**config.mk**
```make
export PLATFORM = sky130hd
export DESIGN_NAME = kbd_spacebar_rx
export DESIGN_NICKNAME = d
export VERILOG_FILES = /design/src/rtl/kbd_spacebar_rx.sv
export SDC_FILE = /design/constraint.sdc
export NUM_CORES = 1
export LEC_CHECK = 0
export ABC_CLOCK_PERIOD_IN_PS = 3300
export CAP_MARGIN = 10
export CORE_ASPECT_RATIO = 1.5
export CORE_MARGIN = 2
export CORE_UTILIZATION = 63
export CTS_BUF_LIST = sky130_fd_sc_hd__clkbuf_16
export DETAILED_ROUTE_END_ITERATION = 8
export PLACE_DENSITY = 0.81
export REMOVE_ABC_BUFFERS = 1
export SETUP_SLACK_MARGIN = 0.5
export SLEW_MARGIN = 20
export SYNTH_ARGS = -nofsm -noshare
export SYNTH_HDL_FRONTEND = slang
export SYNTH_SLANG_ARGS = --single-unit
```
**constraint.sdc**
```tcl
create_clock -name clk -period 3.3 [get_ports clk]
set_input_delay 0.99 -clock clk [delete_from_list [all_inputs] [get_ports clk]]
set_output_delay 0.99 -clock clk [all_outputs]
set_load 0.01 [all_outputs]
```
**src/rtl/kbd_spacebar_rx.sv**
```systemverilog
// rtl/kbd_spacebar_rx.sv - PS/2 keyboard receiver that tracks the spacebar (make/break/typematic).
// Optional odd-parity checking is enabled by defining KBD_PARITY_CHECK_EN.
module kbd_spacebar_rx #(
  parameter int FILTER_LEN     = 4,
  parameter int TIMEOUT_CYCLES = 65000
) (
  input  logic clk,
  input  logic rst,
  input  logic ps2_clk,
  input  logic ps2_data,
  output logic space_pressed,
  output logic space_press,
  output logic frame_error
);

  localparam int FW = $clog2(FILTER_LEN + 1);
  localparam int TW = $clog2(TIMEOUT_CYCLES + 1);

  typedef enum logic [1:0] {IDLE, DATA, PARITY, STOP} state_t;

  logic          clk_s1, clk_s2, data_s1, data_s;
  logic          filt_clk, filt_d;
  logic [FW-1:0] filt_cnt;
  logic          fall;
  logic          frame_ok;
  state_t        state;
  logic [2:0]    bit_cnt;
  logic [7:0]    shift_reg;
  logic [TW-1:0] tcnt;
  logic          ext_pending, brk_pending;

  always_ff @(posedge clk or negedge rst) begin
    if (!rst) begin
      clk_s1  <= 1'b1;
      clk_s2  <= 1'b1;
      data_s1 <= 1'b1;
      data_s  <= 1'b1;
    end else begin
      clk_s1  <= ps2_clk;
      clk_s2  <= clk_s1;
      data_s1 <= ps2_data;
      data_s  <= data_s1;
    end
  end

  // The filtered level flips only after FILTER_LEN consecutive disagreeing samples.
  always_ff @(posedge clk or negedge rst) begin
    if (!rst) begin
      filt_clk <= 1'b1;
      filt_d   <= 1'b1;
      filt_cnt <= '0;
    end else begin
      filt_d <= filt_clk;
      if (clk_s2 == filt_clk) begin
        filt_cnt <= '0;
      end else if (filt_cnt == FW'(FILTER_LEN - 1)) begin
        filt_clk <= clk_s2;
        filt_cnt <= '0;
      end else begin
        filt_cnt <= filt_cnt + FW'(1);
      end
    end
  end

  assign fall = filt_d & ~filt_clk;

`ifdef KBD_PARITY_CHECK_EN
  logic parity_bit;

  always_ff @(posedge clk or negedge rst) begin
    if (!rst)
      parity_bit <= 1'b0;
    else if (fall && state == PARITY)
      parity_bit <= data_s;
  end

  assign frame_ok = data_s & (^{shift_reg, parity_bit});
`else
  assign frame_ok = data_s;
`endif

  always_ff @(posedge clk or negedge rst) begin
    if (!rst) begin
      state         <= IDLE;
      bit_cnt       <= '0;
      shift_reg     <= '0;
      tcnt          <= '0;
      ext_pending   <= 1'b0;
      brk_pending   <= 1'b0;
      space_pressed <= 1'b0;
      space_press   <= 1'b0;
      frame_error   <= 1'b0;
    end else begin
      space_press <= 1'b0;
      frame_error <= 1'b0;

      if (state == IDLE || fall) begin
        tcnt <= '0;
      end else if (tcnt == TW'(TIMEOUT_CYCLES)) begin
        state       <= IDLE;
        bit_cnt     <= '0;
        shift_reg   <= '0;
        tcnt        <= '0;
        frame_error <= 1'b1;
      end else begin
        tcnt <= tcnt + TW'(1);
      end

      if (fall) begin
        case (state)
          IDLE: begin
            if (!data_s) begin
              state   <= DATA;
              bit_cnt <= '0;
            end
          end
          DATA: begin
            shift_reg <= {data_s, shift_reg[7:1]};
            bit_cnt   <= bit_cnt + 3'd1;
            if (bit_cnt == 3'd7)
              state <= PARITY;
          end
          PARITY: state <= STOP;
          STOP: begin
            state <= IDLE;
            if (!frame_ok) begin
              frame_error <= 1'b1;
            end else if (shift_reg == 8'hE0) begin
              ext_pending <= 1'b1;
            end else if (shift_reg == 8'hF0) begin
              brk_pending <= 1'b1;
            end else begin
              ext_pending <= 1'b0;
              brk_pending <= 1'b0;
              // Extended codes never alias the spacebar, even E0 29.
              if (shift_reg == 8'h29 && !ext_pending) begin
                if (brk_pending) begin
                  space_pressed <= 1'b0;
                end else begin
                  space_pressed <= 1'b1;
                  space_press   <= ~space_pressed;
                end
              end
            end
          end
          default: state <= IDLE;
        endcase
      end
    end
  end

endmodule

```
==> flow_summary.ini <==
[clock_network]
cts_tree = built
htreeDepth = 2
cts_hold_buf = 0
clock_sinks = 43
ctsResizeCount = 0
cts_setup_buffers = 0
insertion_delay_ps = 280
clockRootBuffer = clkbuf_16
path_clk_slew_ps = 60
cts_made_buffers = 5
cts.path.max_buffers = 2

[worst_setup_path]
arrival_ps = 1190
cp_max_fo = 3
start_kind = flop
crit_path_top_delay_cell = clkdlybuf4s50_1
r2r_slack_ps = 1320
max_stage_delay_ps = 550
path_delay_family = buffers and inverters
path_cells = clkdlybuf4s50_1
crit_path_end_kind = output port
crit_type = reg -> out
crit_required_ps = 2310
crit_buf_inv = 1

[power]
finalPower_w = 0.00158
peakVddDrop_mv = 0.598
p_leak_nw = 0.944
power_density_nw_per_um2 = 739

[cells_and_area]
diodes = 0
drive_gt1_frac = 0.101
final_nets = 186
largest_register_ffs = 16
final_area_sq_um = 2140
fin_util = 0.741
syn_to_final_growth_pct = 13.6
fin_cells = 217

[global_route]
busiest_layer = met2
grt_first_pass_wirelength_mm = 6.02
antenna_found_initial = 0
grt_use_met1 = 0.265
grt.total_usage = 0.230
gr-usage-met3 = 0.0549
gr-total-overflow = 0
use_met2 = 0.399
grt_max_degree = 44
grt_pass1_vias = 1340

[yosys]
async_reset_ff_frac = 1.00
syn_avg_cell_area_sq_um = 11.3
synth_top_flop_cell = dfrtp_1
yosysWarnings = 0
ys_seq_elements = 43
ys_seq_area_frac = 0.576
synth_top_area_frac = 0.492
yosysTopAreaCell = dfrtp_1
synth.cell_area_sq_um = 1880
synthCells = 167
synth_area_leaders = dfrtp_1, dfstp_2, nor2_1
synth_edf_count = 0
synthDistinctLibCells = 38

[timing]
relSlewSlack = 0.390
rsz0062_at_grt = no
hold_viol = 0
period_share = 0.662
setup_viol = 0
fin_setup_tns_ps = 0
worst_pin_slew_ps = 916
finalMaxSlewViolations = 0
clock.fmax_mhz = 458
fin_crit_ps = 2180
skew_ps = 6.60

[floorplanning]
die_h_microns = 70.9
dieArea_sq_um = 3450
core.rowCount = 24
fp.dieW_microns = 48.6
start_util = 0.653
num_io_pins = 7
core_sq_um = 2880

[placement]
place_congestion = 0.746
dpl-instance-area_sq_um = 1970
hpwl_mm = 2.22
io_buffers = 6
placedCellCount = 209

[route]
wl_mm = 3.41
postRouteAntennaNets = 0
drc = 0
drt_iter0_drc = 41
vias = 1319
viasPerCell = 6.08
wl_per_cell_microns = 15.7
first_pass_iters = 4

[run_status]
status = finished clean

[job]
max-cap-violations = 0

[worst_hold_path]
hp-class = reg -> reg
[cell usage after synthesis (2+ instances only)]
cell,instances
nor3b_1,2
and3_1,3
o21a_1,2
ha_1,5
nand2b_1,2
and4_1,2
a22o_1,8
clkbuf_1,2
xor2_1,8
nand3_1,6
nor2b_1,4
nor2_1,22
inv_1,5
a31oi_1,2
dfstp_2,6
xnor2_1,5
o21ai_0,4
a21oi_1,3
or3_1,3
a32o_1,2
dfrtp_1,37
nor3_1,5
nand4_1,6
nand2_1,8
or4_1,2
[cell type report]
| class | count | area (sq um) |
|---|---|---|
| fill | 196 | 746 |
| timing repair buffer | 6 | 55.1 |
| multi-input combinational | 116 | 767 |
| clock buffer | 5 | 125 |
| sequential | 43 | 1080 |
| inverter | 5 | 18.8 |
| clock inverter | 3 | 38.8 |
| tap | 39 | 48.8 |
[power breakdown]
group	internal [W]	switching, W	total (W)	leakage, nW
clock	0.000352	0.000187	0.000540	0.0812
sequential	0.000635	0.0000988	0.000734	0.566
combinational	0.000131	0.000175	0.000306	0.297
total	0.00112	0.000461	0.00158	0.944
[per-layer routing]
layer,share of wire,vias to the layer above
met5,0,-
met4,0.024,0
met3,0.042,9
met2,0.52,36
met1,0.41,656
li1,-,618
[cells in the final DEF, fill, tap and decap left out, types with 3 or more instances in the layout]
| cell | count |
|---|---|
| clkdlybuf4s50_1 | 5 |
| o21ai_0 | 4 |
| a22o_1 | 8 |
| a21oi_1 | 3 |
| and3_1 | 3 |
| inv_1 | 5 |
| nand3_1 | 6 |
| nor2b_1 | 4 |
| nand4_1 | 6 |
| nand2_1 | 8 |
| or3_1 | 3 |
| nor2_1 | 22 |
| dfstp_2 | 6 |
| xor2_1 | 8 |
| nor3_1 | 5 |
| xnor2_1 | 5 |
| ha_1 | 5 |
| clkbuf_16 | 5 |
| dfrtp_1 | 37 |
[metrics by stage]
stage                     hold slack [ps]  setup slack (ps)
final                                 355              1120
after global routing                  359              1080
after CTS                             358              1100
after detailed placement              350              1370
after global placement                347              1440
after floorplan                       345              1620
[kinds of logic after synthesis]
| group | count (synthesis) | share of synthesized area |
|---|---|---|
| AOI/OAI and AO/OA | 25 | 0.0991 |
| xor gates and xnor gates | 13 | 0.0605 |
| adders and majority gates | 5 | 0.0332 |
| buffers and inverters | 8 | 0.0166 |
| DFF | 43 | 0.576 |
| muxes | 2 | 0.0113 |
| and+or+nand+nor | 71 | 0.203 |
[worst paths after layout]
check,startpoint,endpoint,cells past startpoint
hold reg to reg,data_s1$_DFF_PN1_,data_s$_DFF_PN1_,0
setup / recovery,space_pressed$_DFFE_PN0P_,space_pressed,1
max in group asynchronous,rst,shift_reg[4]$_DFF_PN0_,1
setup reg to reg,filt_d$_DFF_PN1_,shift_reg[6]$_DFF_PN0_,4
hold / removal,data_s1$_DFF_PN1_,data_s$_DFF_PN1_,0
min in group asynchronous,rst,shift_reg[6]$_DFF_PN0_,1
(Power assumes the default switching activity.)
